===== config.mk =====
export PLATFORM = sky130hd
export DESIGN_NAME = if_stage
export DESIGN_NICKNAME = d
export VERILOG_FILES = /design/src/rtl/if_stage.sv
export SDC_FILE = /design/constraint.sdc
export NUM_CORES = 1
export LEC_CHECK = 0
export CAP_MARGIN = 5
export CORE_ASPECT_RATIO = 1.25
export CORE_UTILIZATION = 30
export DETAILED_ROUTE_END_ITERATION = 10
export PLACE_DENSITY = 0.65
export REMOVE_ABC_BUFFERS = 1
export SETUP_SLACK_MARGIN = 0.4
export SLEW_MARGIN = 0
export SYNTH_ARGS = -nofsm -noshare
export SYNTH_HDL_FRONTEND = slang
export SYNTH_SLANG_ARGS = --single-unit

===== constraint.sdc =====
create_clock -name clk -period 2.6 [get_ports clk]
set_input_delay 0.39 -clock clk [delete_from_list [all_inputs] [get_ports clk]]
set_output_delay 0.39 -clock clk [all_outputs]
set_load 0.01 [all_outputs]

===== src/rtl/if_stage.sv =====
// if_stage: instruction-fetch stage feeding the decode stage.
//
// Issues one word-aligned fetch at a time over a valid/ready request port,
// waits for the matching response, and parks the returned instruction in a
// one-entry buffer until decode takes it. A redirect from decode flushes the
// buffer and marks any in-flight fetch as wrong-path so its data is dropped.
//
// Ports
//   clk, rst          clock, synchronous active-high reset
//   id_allowin        decode can take an instruction this cycle
//   if_to_id_valid    buffer holds a right-path instruction for decode
//   if_to_id_bus      {ins[63:32], pc[31:0]}
//   bj_bus            {bj_wen, bj_pc} redirect request from decode
//   to_if_valid       decode holds a valid instruction (qualifies bj_wen)
//   inst_req_*        fetch request handshake and address
//   inst_resp_*       fetch response handshake and data
//
// state  | meaning
// S_REQ  | request for fetch_pc presented to memory
// S_WAIT | one request outstanding, waiting for its response
module if_stage #(
    parameter logic [31:0] RESET_PC = 32'h0000_0000
) (
    input  logic        clk,
    input  logic        rst,
    input  logic        id_allowin,
    output logic        if_to_id_valid,
    output logic [63:0] if_to_id_bus,
    input  logic [32:0] bj_bus,
    input  logic        to_if_valid,
    output logic        inst_req_valid,
    input  logic        inst_req_ready,
    output logic [31:0] inst_addr,
    input  logic        inst_resp_valid,
    output logic        inst_resp_ready,
    input  logic [31:0] inst_rdata
);

    typedef enum logic {
        S_REQ  = 1'b0,
        S_WAIT = 1'b1
    } state_t;

    state_t      state;
    state_t      state_next;

    logic [31:0] fetch_pc;
    logic [31:0] inflight_pc;
    logic        discard;
    logic        buf_valid;
    logic [31:0] buf_pc;
    logic [31:0] buf_ins;

    logic        redirect;
    logic [31:0] target;
    logic        req_hs;
    logic        resp_hs;
    logic        load;

    // Low bits of the redirect PC are deliberately ignored.
    logic        unused_bj_lo;
    assign unused_bj_lo = &{1'b0, bj_bus[1:0]};

    assign redirect = bj_bus[32] & to_if_valid;
    assign target   = {bj_bus[31:2], 2'b00};

    assign req_hs  = inst_req_valid & inst_req_ready;
    assign resp_hs = inst_resp_valid & inst_resp_ready;

    // Data from a wrong-path fetch (marked earlier or killed this cycle) is dropped.
    assign load = resp_hs & ~discard & ~redirect;

    assign inst_addr = fetch_pc;

    // Combinational kill so decode never latches a wrong-path instruction.
    assign if_to_id_valid = ~rst & buf_valid & ~redirect;
    assign if_to_id_bus   = {buf_ins, buf_pc};

    always_ff @(posedge clk) begin
        if (rst) begin
            state <= S_REQ;
        end else begin
            state <= state_next;
        end
    end

    always_comb begin
        state_next      = state;
        inst_req_valid  = 1'b0;
        inst_resp_ready = 1'b0;
        case (state)
            S_REQ: begin
                inst_req_valid = ~rst;
                if (~rst & inst_req_ready) begin
                    state_next = S_WAIT;
                end
            end
            S_WAIT: begin
                // Accept while the buffer has room, or when the data will be dropped anyway.
                inst_resp_ready = ~rst & (discard | redirect | ~buf_valid | id_allowin);
                if (inst_resp_valid & inst_resp_ready) begin
                    state_next = S_REQ;
                end
            end
            default: state_next = S_REQ;
        endcase
    end

    always_ff @(posedge clk) begin
        if (rst) begin
            fetch_pc    <= RESET_PC;
            inflight_pc <= RESET_PC;
            discard     <= 1'b0;
            buf_valid   <= 1'b0;
            buf_pc      <= 32'h0;
            buf_ins     <= 32'h0;
        end else begin
            case (state)
                S_REQ: begin
                    if (req_hs) begin
                        inflight_pc <= fetch_pc;
                        fetch_pc    <= redirect ? target : fetch_pc + 32'd4;
                        discard     <= redirect;
                    end else if (redirect) begin
                        fetch_pc <= target;
                    end
                end
                S_WAIT: begin
                    if (redirect) begin
                        fetch_pc <= target;
                    end
                    if (resp_hs) begin
                        discard <= 1'b0;
                    end else if (redirect) begin
                        discard <= 1'b1;
                    end
                end
                default: ;
            endcase

            if (redirect) begin
                buf_valid <= 1'b0;
            end else if (load) begin
                buf_valid <= 1'b1;
                buf_pc    <= inflight_pc;
                buf_ins   <= inst_rdata;
            end else if (if_to_id_valid & id_allowin) begin
                buf_valid <= 1'b0;
            end
        end
    end

endmodule


== After elaboration in Yosys (flattened, before gate mapping) ==
Index checks and enable logic that the tools add are counted.

* Add/subtract/negate cells: 1
* Equal/unequal tests: 2
* Multiplexer cells: 15
* Bitwise logic cells: 19
* Reduce and logical (&&, ||, !) cells: 5

{| class="wikitable"
|+ Operators with widths
! kind !! number
|-
| 32-bit two-way mux || 3
|-
| 32-bit case mux with 2 select lines || 1
|-
| 32-bit by 3-bit adder with 32-bit output, second input constant || 1
|-
| 1-bit bitwise AND || 11
|-
| 1-bit two-way mux || 9
|-
| 2-bit AND reduction || 3
|-
| 1-bit NOT || 5
|-
| 1-bit case mux with 2 select lines || 2
|-
| 3-bit by 1-bit inequality test with 1-bit output, second input constant || 1
|-
| 1-bit bitwise OR || 3
|-
| 2-bit inequality test, second input constant || 1
|-
| 2-bit nonzero test || 1
|-
| 2-bit OR reduction || 1
|}

* Flip-flop bits (word level): 131
* Input port bits: 71
* Output and inout bits: 99

== Logic depth before layout (Yosys ltp) ==
Gate-level depths: netlist of run 1.

* Depth in word-level cells: 10
* Gate-level depth with buffers: 7
* Depth with buffers taken out: 6

== Worst setup path before layout of run 1 ==
Ideal clock, no wire load.

* Path type: reg2reg
* Start: register fetch_pc[7] (netlist: inst_addr[7])
* End: register fetch_pc[23] (netlist: inst_addr[23])
* Setup time: 0.091 ns
* Arrival time: 1.890 ns
* Required time: 2.509 ns
* Setup slack: 0.620 ns
* Cell stages (with the launch flop): 6
* Clock period less this slack: 1.980 ns
* Cell sequence: dfxtp_1 -> nand4_2 -> or4_1 -> buf_6 -> or3_1 -> a311oi_1

* Word-level cells in the longest chain between the ends: 4

{| class="wikitable"
|+ RTL lines
! item !! line !! text
|-
| start: declaration || 47 || <nowiki>logic [31:0] fetch_pc;</nowiki>
|-
| start signal: assignment || 122 || <nowiki>fetch_pc <= redirect ? target : fetch_pc + 32'd4;</nowiki>
|-
| start signal: assignment || 125 || <nowiki>fetch_pc <= target;</nowiki>
|-
| start signal: assignment || 130 || <nowiki>fetch_pc <= target;</nowiki>
|-
| 32-bit by 3-bit adder with 32-bit output || 122 ||
|-
| 32-bit two-way mux || 122 ||
|-
| 32-bit two-way mux || 120 || <nowiki>if (req_hs) begin</nowiki>
|-
| 32-bit case mux with 2 select lines || 118 || <nowiki>case (state)</nowiki>
|}

Every way passes these cells.
A chain may end at the register's enable or synchronous reset.

== Final worst setup path of run 1 ==
* Start: input port bj_bus[32]
* End: output port inst_resp_ready

* Word-level cells in the longest chain between the ends: 6

{| class="wikitable"
|+ RTL lines
! item !! line !! text
|-
| start: declaration || 29 || <nowiki>input logic [32:0] bj_bus,</nowiki>
|-
| 1-bit bitwise AND || 64 || <nowiki>assign redirect = bj_bus[32] & to_if_valid;</nowiki>
|-
| 1-bit bitwise OR (3 in series) || 100 || <nowiki>inst_resp_ready = ~rst & (discard | redirect | ~buf_valid | id_allowin);</nowiki>
|-
| 1-bit bitwise AND || 100 ||
|-
| 1-bit two-way mux || 91 || <nowiki>case (state)</nowiki>
|-
| end: declaration || 35 || <nowiki>output logic inst_resp_ready,</nowiki>
|}

Every way passes these cells.

==> reports/results.tsv, run 1 <==
metric	value	unit
outcome	finished, final reports clean	
min-delay worst type	primary input to flip-flop	
clock skew	6.80	ps
Final Setup Violations	0	
leakage	2.68	nW
FF+latch count, synth	131	
worst vdd ir	0.000319	V
synth top area cells	dfxtp_1, nand2_1, a21oi_1, nand2b_1, a211oi_1	
vias	4728	
WL per Instance	13.8	um
GP Congestion	0.758	
crit path time final	2080	ps
clk buf depth	2	
Hold Path Cell Cnt	2	
Post-Syn Area	5250	um2
vias in the first global route	4332	
clock group share of total power	48.6	%
ys flop type	dfxtp_1	
initial antenna violation count	0	
clk slew on worst S/H paths	60	ps
RR Startpoint	inst_addr[18]	
Post-route DRC	0	
total global routing overflow	0	
Net Switching	0.00113	W
PD cells	643	nW/um2
Total GRT Usage	16.0	%
Syn Inst Count	640	
Worst Setup End Kind	output pin	
Synth Warn #	0	
CTS Buf Count	17	
most frequent cell after synthesis	nand2_1	
area of the core	17000	um2
Area Overhead vs Synth	48.9	%
hold buffer count at cts	0	
Die Footprint	18000	um2
Worst Max-Slew Pin Slew	552	ps
CP Class	primary input to output pin	
EDFF count, synth	0	
fraction of layout cells with a size suffix above 1	8.62	%
Fin. Hold Viols	0	
DR vias/cell	4.58	
Fillers	1719	
first-pass GRT wire length	22500	um
worst hold slack	304	ps
DRT Wirelength	14300	um
Fin Setup TNS	0	ps
H-tree levels	4	
gr busiest metal	met2	
R2R setup slack	550	ps
Buffers on Ports	167	
IO Pins	170	
RSZ-0062 raised after global routing	yes	
register area	2620	um2
clk_lat worst skew	410	ps
pin count of the biggest net entering global routing	119	
crit start category	primary input	
path depth of the worst reg2reg path	4	
Die X	120	um
Post-synth ARST share	0	%
Switching Fraction	22.5	%
CP required	2210	ps
Avg Cell Area, Syn	8.20	um2
Starting DRT DRC Count	209	
Hold Path Origin	rst	
period utilization	80.1	%
CP arrival	1690	ps
Clock Tree Root	clkbuf_16	
Layout Cells excl Fill	1032	
Reg2Reg Capture Point	inst_addr[23]	
met2 Usage GRT	26.8	%
Max Clk Rate	480	MHz
Inserted Diodes	0	
met3 GRT Util	4.76	%
Hold Path End	buf_pc[2]	
commonest cells in the netlist	nand2_1, dfxtp_1, a21oi_1	
chip height	150	um
max-cap violation count	0	
Max FO, Critical Path	5	
DPL Wire Length	9430	um
post-synthesis sequential area ratio	50.0	%
DRT Pass-1 Iters	4	
# nets final	871	
Pint	0.00390	W
placed cell count	1000	
Starting Density	30.9	%
Post-CTS Setup Bufs	0	
Cell variety after synth	42	
worst rel slew slack	63.2	%
TritonCTS clock tree	done	
Multi-input gate area	2470	um2
Yosys top cell area share	50.0	%
Max Slew Vio Count	0	
post-synth top area cell	dfxtp_1	
Flop pwr share	42.5	%
Sink Count	131	
Comb power frac	8.9	%
# rows	53	
Post-DRT Antenna Nets	0	
met1 Use GR	19.4	%
==> per-stage QoR <==
stage | total power (W) | instance area (um2) | setup WS (ps) | utilization, %
after floorplan | 0.00233 | 5070 | -3250 | -
after CTS | 0.00511 | 7820 | 502 | 46.0
final | 0.00503 | 7820 | 517 | 46.0
after detailed placement | 0.00263 | 7210 | 198 | 42.5
after global routing | 0.00523 | 7820 | 384 | 46.0
after global placement | 0.00263 | 7210 | 164 | 42.5
==> worst max-delay path by stage <==
stage / endpoint / cells after the start / from
CTS: inst_resp_ready / 5 / bj_bus[32]
detailed placement: inst_addr[22] / 7 / inst_req_ready
finish: inst_resp_ready / 5 / bj_bus[32]
global placement: inst_resp_ready / 5 / bj_bus[32]
global route: inst_addr[28] / 7 / inst_addr[2]
floorplan: inst_addr[23] / 4 / rst
==> power by group through the flow <==
stage          combinational, W  sequential [W]  clock, W
2_1_floorplan          0.000137         0.00219         0
3_3_place_gp           0.000450         0.00218         0
3_5_place_dp           0.000451         0.00218         0
4_1_cts                0.000454         0.00214   0.00252
5_1_grt                0.000486         0.00215   0.00260
6_report               0.000447         0.00214   0.00244
==> routing by layer <==
| layer | vias to the layer above | share of wire (%) |
|---|---|---|
| met5 | - | 0 |
| met4 | 0 | 1.4 |
| met3 | 12 | 4.9 |
| met2 | 105 | 48 |
| met1 | 2149 | 45 |
| li1 | 2462 | - |
==> layout make-up <==
cell class | count | area share (%)
Timing Repair Buffer | 185 | 23.5
Clock inverter | 10 | 1.66
Tap cell | 220 | 3.52
Inverter | 2 | 0.0960
Multi-Input combinational cell | 462 | 31.6
Sequential cell | 131 | 33.5
Clock buffer | 22 | 6.07
==> critical path, cell delays in order <==
cell and delay [ps]:
clkdlybuf4s50_1 430, and2_2 250, nor3_1 260, nor3b_1 80, dlygate4sd2_1 290
==> timing repair <==
action / 4_1_cts / 5_1_grt
cloned: 0 / 0
gates resized for setup: 5 / 1
endpoints found under the setup margin: 5 / 8
pin swaps: 0 / 1
==> registers in the layout, indices dropped and copies added (netlist names) <==
register / cells
buf_ins: 32
inst_addr: 32
buf_pc: 32
buf_valid: 1
state: 1
inflight_pc: 32
discard: 1
==> placed cells by master, fill, tap and decap left out, types with 7 or more instances in the layout <==
cell type and n:
a211oi_1 23, a21oi_1 65, buf_4 16, clkbuf_16 17, clkdlybuf4s50_1 164, dfxtp_1 131
mux2i_1 7, nand2_1 174, nand2b_1 29, nand4_1 11, nor2_1 38, o21ai_0 29
xnor2_1 13, xor2_1 13
==> cell families after synthesis <==
family	synth area share [%]
AOI/OAI and AO/OA	13.4
muxes	1.33
buffers and inverters	3.53
and+or+nand+nor	27.2
adders and majority gates	0.238
DFF	50.0
xor gates and xnor gates	4.34
(Power assumes the default switching activity.)
==> run 2, diff against run 1 <==
--- a/config.mk
+++ b/config.mk
@@ -9,7 +9,7 @@
 export CORE_ASPECT_RATIO = 1.25
 export CORE_UTILIZATION = 30
 export DETAILED_ROUTE_END_ITERATION = 10
-export PLACE_DENSITY = 0.65
+export PLACE_DENSITY = 0.67
 export REMOVE_ABC_BUFFERS = 1
 export SETUP_SLACK_MARGIN = 0.4
 export SLEW_MARGIN = 0
==> constraint.sdc (replaced) <==
create_clock -name clk -period 1.84 [get_ports clk]
set_input_delay 0.276 -clock clk [delete_from_list [all_inputs] [get_ports clk]]
set_output_delay 0.276 -clock clk [all_outputs]
set_load 0.01 [all_outputs]
==> run 2 against run 1 <==
- cell count rose by 9.5%
- clock-buffer cell count stayed put
- largest cell class is now multi-input gates
- the flow now finishes with violations (setup timing)
- global-route usage rose by 2.8 points
- sequential share of layout area is 6.5 points lower
==> reports/results.tsv, run 2 (same netlist as run 1, synthesis figures left out) <==
metric	value	unit	change
DRT Wirelength	18500	um	was 14300 um
outcome	finished with violations		was finished, final reports clean
CP Cell Sequence	nand4_1 -> buf_4 -> buf_4 -> buf_4 -> buf_4 -> nor4_4 -> nor3_1 -> nor4_1		was clkdlybuf4s50_1 -> and2_2 -> nor3_1 -> nor3b_1 -> dlygate4sd2_1
PD cells	760	nW/um2	was 643 nW/um2
crit path time final	1910	ps	
met2 Usage GRT	33.2	%	was 26.8%
Worst path slowest cell	nor4_1		was clkdlybuf4s50_1
WL per Instance	16.4	um	was 13.8 um
total global routing overflow	0		unchanged
Final Setup Violations	1		was 0
worst slack, placed	-297	ps	was 198 ps
DR vias/cell	4.81		was 4.58
R2R setup slack	-70	ps	was 550 ps
RSZ-0062 raised after global routing	yes		unchanged
Inserted Diodes	0		unchanged
Post-DRT Antenna Nets	0		unchanged
Sink Count	131		unchanged
H-tree levels	4		unchanged
clk buf depth	2		unchanged
clk_lat worst skew	420	ps	was 410 ps
Layout Cells excl Fill	1130		was 1032
Hold Path Origin	inst_req_ready		was rst
Max FO, Critical Path	2		was 5
CP required	2130	ps	was 2210 ps
pin count of the biggest net entering global routing	111		was 119
met3 GRT Util	4.34	%	was 4.76%
Max Clk Rate	525	MHz	
WP buf/inv	4		was 2
Buffers on Ports	167		unchanged
Hold Path Cell Cnt	3		was 2
final worst setup slack	-65.9	ps	was 517 ps
Worst Max-Slew Pin Slew	610	ps	was 552 ps
gr busiest metal	met2		unchanged
Hold Path End	state		was buf_pc[2]
worst rel slew slack	59.4	%	was 63.2%
Reg2Reg Capture Point	inst_addr[28]		was inst_addr[23]
worst vdd ir	0.000581	V	was 0.000319 V
area of the core	17000	um2	unchanged
# rows	53		unchanged
fraction of layout cells with a size suffix above 1	37.8	%	was 8.62%
most frequent cells in the layout	dfxtp_1, nand2_1, dlygate4sd2_1		was nand2_1, clkdlybuf4s50_1, dfxtp_1
GP Congestion	0.797		was 0.758
Max Slew Vio Count	0		unchanged
Starting Density	30.9	%	unchanged
vias	5435		was 4728
most frequent CP cell	buf_4		
leading cell type in the layout, fill and taps excluded	dfxtp_1		was nand2_1
Die Footprint	18000	um2	unchanged
initial antenna violation count	0		unchanged
leakage	4.07	nW	was 2.68 nW
CP peak stage delay	350	ps	was 430 ps
Worst Setup End Kind	flip-flop		was output pin
TritonCTS clock tree	done		unchanged
clk slew on worst S/H paths	60	ps	about the same
WP depth	8		was 5
# nets final	970		was 871
chip height	150	um	unchanged
max-cap violation count	0		unchanged
delay-heaviest family, CP	simple AND/OR/NAND/NOR gates		was buffers and inverters
RR Startpoint	inst_addr[19]		was inst_addr[18]
CP Class	flip-flop to flip-flop		was primary input to output pin
Area Overhead vs Synth	86.9	%	was 48.9%
DPL Wire Length	10000	um	was 9430 um
Clock Tree Root	clkbuf_16		unchanged
Fin. Hold Viols	0		unchanged
hold buffer count at cts	0		unchanged
worst hold slack	349	ps	was 304 ps
crit start category	flip-flop		was primary input
Total GRT Usage	18.9	%	was 16.0%
CP arrival	2190	ps	was 1690 ps
clock skew	9.01	ps	was 6.80 ps
CTS Buf Count	17		unchanged
Post-route DRC	0		unchanged
Final Util	57.8	%	was 46.0%
met1 Use GR	22.1	%	was 19.4%
Starting DRT DRC Count	383		was 209
vias in the first global route	4979		was 4332
min-delay worst type	primary input to flip-flop		unchanged
IO Pins	170		unchanged
Die X	120	um	unchanged
period utilization	104	%	
DRT Pass-1 Iters	5		was 4
violated checks	setup timing		
placed cell count	1036		was 1000
path depth of the worst reg2reg path	8		was 4
first-pass GRT wire length	26100	um	was 22500 um
-- run 2: routing by layer --
| layer | share of wire, % | wire (um) | vias to the layer above |
|---|---|---|---|
| li1 | - | - | 2676 |
| met1 | 42 | 7700 | 2567 |
| met2 | 52 | 9620 | 163 |
| met3 | 4.7 | 870 | 29 |
| met4 | 1.6 | 296 | 0 |
| met5 | 0 | 0 | - |
-- run 2: report_power, final --
group          switching (W)  internal, W
combinational       0.000421     0.000525
sequential         0.0000835      0.00293
clock                0.00124      0.00226
-- run 2: what timing repair did --
action | 4_1_cts | 5_1_grt
setup buffers | 28 | 16
setup endpoints to repair | 197 | 127
pin swaps | 116 | 61
gates resized for setup | 268 | 175
cloned | 13 | 6
-- run 2: stage by stage --
stage          power (W)  setup TNS, ps  area, um2
2_1_floorplan    0.00329        -311740       5070
3_3_place_gp     0.00376         -19900       7490
3_5_place_dp     0.00377         -21720       7490
4_1_cts          0.00739              0       8960
5_1_grt          0.00775           -794       9810
6_report         0.00746          -65.9       9810
-- run 2: worst max-delay path by stage --
stage / start / end / slack, ps
2_1_floorplan: state / inst_addr[23] / -4010
3_3_place_gp: inst_req_ready / inst_addr[16] / -270
3_5_place_dp: inst_req_ready / inst_addr[28] / -300
4_1_cts: inst_addr[17] / inst_addr[23] / 60
5_1_grt: inst_addr[3] / inst_addr[28] / -150
6_report: inst_addr[19] / inst_addr[28] / -70
-- run 2: worst reg2reg max path: stages (launching register included) --
cell and delay [ps]:
dfxtp_2 330, nand4_1 140, buf_4 170, buf_4 130, buf_4 120, buf_4 150, nor4_4 310, nor3_1 90
nor4_1 350
-- run 2: area by class of cell --
| class | count | area, um2 |
|---|---|---|
| multi-input cells | 462 | 3220 |
| repair buffers | 284 | 3050 |
| fillers | 1478 | 7160 |
| clock buffers | 22 | 484 |
| inverters | 2 | 7.51 |
| flip-flops and latches | 131 | 2660 |
| well taps | 220 | 275 |
| clock inverters | 9 | 128 |
==> run 3, diff against run 2 <==
--- a/config.mk
+++ b/config.mk
@@ -6,10 +6,12 @@
 export NUM_CORES = 1
 export LEC_CHECK = 0
 export CAP_MARGIN = 5
+export CELL_PAD_IN_SITES_DETAIL_PLACEMENT = 1
+export CELL_PAD_IN_SITES_GLOBAL_PLACEMENT = 2
 export CORE_ASPECT_RATIO = 1.25
-export CORE_UTILIZATION = 30
+export CORE_UTILIZATION = 23
 export DETAILED_ROUTE_END_ITERATION = 10
-export PLACE_DENSITY = 0.67
+export PLACE_DENSITY = 0.84
 export REMOVE_ABC_BUFFERS = 1
 export SETUP_SLACK_MARGIN = 0.4
 export SLEW_MARGIN = 0
==> run 3 against run 2 <==
- the flow still finishes with violations (setup timing)
- first-iteration DRC count fell by 54%
- worst hold slack got worse by 120 ps
- fmax grew 2.1%
- largest cell class unchanged
- clock power about the same
- register-to-register slack better by 40 ps
- clock skew up 4.2 ps
- combinational power grew 4.9%
- flip-flop and latch count did not move
- critical path depth shrank 3
- sequential share of layout area fell by 0.76 points
- via count rose by 0.55%
- cell count grew 5.6%
==> reports/results.tsv, run 3 (same netlist as run 1, synthesis figures left out) <==
metric	value	unit	change
outcome	finished with violations		unchanged
violated checks	setup timing		unchanged
Multi-input gate area	3520	um2	was 3220 um2
fraction of layout cells with a size suffix above 1	43.6	%	was 37.8%
CP Cell Sequence	nand4_1 -> or4_4 -> buf_8 -> or3_1 -> a311oi_1		was nand4_1 -> buf_4 -> buf_4 -> buf_4 -> buf_4 -> nor4_4 -> nor3_1 -> nor4_1
Setup crit start	inst_addr[17]		was inst_addr[19]
Post-route DRC	0		unchanged
Area after DPL	7630	um2	was 7490 um2
Worst path slowest cell	or4_4		was nor4_1
Pint	0.00563	W	was 0.00572 W
clock group share of total power	46.7	%	was 46.9%
chip height	171	um	was 150 um
worst vdd ir	0.000621	V	was 0.000581 V
DRT Pass-1 Iters	4		was 5
Net Switching	0.00190	W	was 0.00175 W
clk slew on worst S/H paths	70	ps	was 60 ps
GP Congestion	0.732		was 0.797
initial antenna violation count	0		unchanged
Starting DRT DRC Count	176		was 383
Max Slew Vio Count	0		unchanged
total global routing overflow	0		unchanged
first-pass GRT wire length	31200	um	was 26100 um
vias	5465		was 5435
RSZ-0062 raised after global routing	yes		unchanged
CP required	2170	ps	was 2130 ps
Starting Density	23.6	%	was 30.9%
register area	2660	um2	about the same
Buffers on Ports	167		unchanged
Clock Tree Root	clkbuf_16		unchanged
area of the core	22300	um2	was 17000 um2
PD cells	745	nW/um2	was 760 nW/um2
Final Setup Violations	1		unchanged
leading cell type in the layout, fill and taps excluded	dfxtp_1		unchanged
CP Class	flip-flop to flip-flop		unchanged
DRT Wirelength	21200	um	was 18500 um
worst rel slew slack	58.8	%	was 59.4%
clk buf depth	2		unchanged
crit start category	flip-flop		unchanged
Total GRT Usage	17.7	%	was 18.9%
placed cell count	1106		was 1036
clk_lat worst skew	430	ps	was 420 ps
max-cap violation count	0		unchanged
crit path time final	1870	ps	was 1910 ps
Area Overhead vs Synth	92.5	%	was 86.9%
CTS Buf Count	17		unchanged
CP peak stage delay	550	ps	was 350 ps
# rows	61		was 53
clock skew	13.2	ps	was 9.01 ps
min-delay worst type	primary input to flip-flop		unchanged
Flop pwr share	40.1	%	was 40.4%
Max Clk Rate	535	MHz	was 525 MHz
Switching Fraction	25.3	%	was 23.4%
Die X	137	um	was 120 um
final worst setup slack	-27.5	ps	was -65.9 ps
Inserted Diodes	0		unchanged
H-tree levels	4		unchanged
vias in the first global route	5514		was 4979
IO Pins	170		unchanged
Layout Cells excl Fill	1193		was 1130
total power	0.00753	W	was 0.00746 W
Comb power frac	13.2	%	was 12.7%
Fillers	2491		was 1478
# nets final	969		was 970
Fin Setup TNS	-27.5	ps	was -65.9 ps
TritonCTS clock tree	done		unchanged
DR vias/cell	4.58		was 4.81
Hold Path Origin	rst		was inst_req_ready
Post-DRT Antenna Nets	0		unchanged
CP arrival	2200	ps	was 2190 ps
Sink Count	131		unchanged
Die Footprint	23400	um2	was 18000 um2
WL per Instance	17.7	um	was 16.4 um
Fin. Hold Viols	0		unchanged
Worst Max-Slew Pin Slew	619	ps	was 610 ps
Worst Setup End Kind	flip-flop		unchanged
most frequent cells in the layout	dfxtp_1, nand2_1, dlygate4sd2_1		unchanged
DPL Wire Length	11900	um	was 10000 um
Design Area, Final	10100	um2	was 9810 um2
leakage	4.13	nW	was 4.07 nW
Max FO, Critical Path	5		was 2
pin count of the biggest net entering global routing	70		was 111
RR Startpoint	inst_addr[17]		was inst_addr[19]
worst hold slack	232	ps	was 349 ps
period utilization	101	%	was 104%
## run 3: changes by cell type in the layout (fill, tap and decap cells not counted), sizes merged
cell / previous run / this run
dlymetal6s2s: 1 / 0
clkdlybuf4s15: 11 / 15
buf: 118 / 126
inv: 2 / 3
clkbuf: 39 / 27
dlygate4sd2: 74 / 71
clkinv: 3 / 6
## run 3: path summary, 6_finish.rpt
path	cells after the start	end	slack (ps)
worst max-delay path	5	inst_addr[23]	-30
worst min register to register	2	buf_pc[31]	460
worst max register to register	5	inst_addr[23]	-30
worst min-delay path	3	inst_addr[4]	230
## run 3: worst max-delay path: cells and delay by family (launching register included)
kind	cells	cell delay (ps)
buf+inv	1	160
flops	1	330
simple gates	3	1030
compound gates	1	260
## run 3: area by class of cell
cell class / count / area share, %
Multi-Input combinational cell: 462 / 34.9
Sequential cell: 131 / 26.3
Tap cell: 283 / 3.50
Timing Repair Buffer: 283 / 29.3
Inverter: 2 / 0.0743
Clock buffer: 19 / 4.38
Clock inverter: 13 / 1.57
## run 3: power by group through the flow
stage	combinational, W	sequential, W	clock, W
global route	0.00106	0.00303	0.00375
floorplan	0.000193	0.00309	0
CTS	0.000875	0.00301	0.00362
detailed placement	0.000742	0.00306	0
global placement	0.000736	0.00305	0
finish	0.000992	0.00302	0.00352
## run 3: what timing repair did
action                                  4_1_cts  5_1_grt
cloned                                       13        3
endpoints found under the setup margin      217      124
buffers inserted                             22       17
hold buffers                                  0        0
gates resized for setup                     389      166
pin swaps                                   133       69
## run 3: routing by layer
metal / vias up / GRT usage [%] / routed length, um
li1: 2662 / - / -
met1: 2664 / 21.1 / 8970
met2: 119 / 31.3 / 11000
met3: 20 / 3.85 / 849
met4: 0 / 5.64 / 341
met5: - / 0 / 0
## run 3: stage by stage
step / utilization, % / worst slack (ps)
final: 45.4 / -27.5
after global routing: 45.4 / -95.2
after CTS: 42.3 / -27.5
after detailed placement: 34.3 / -403
after global placement: 34.3 / -331
after floorplan: - / -4010
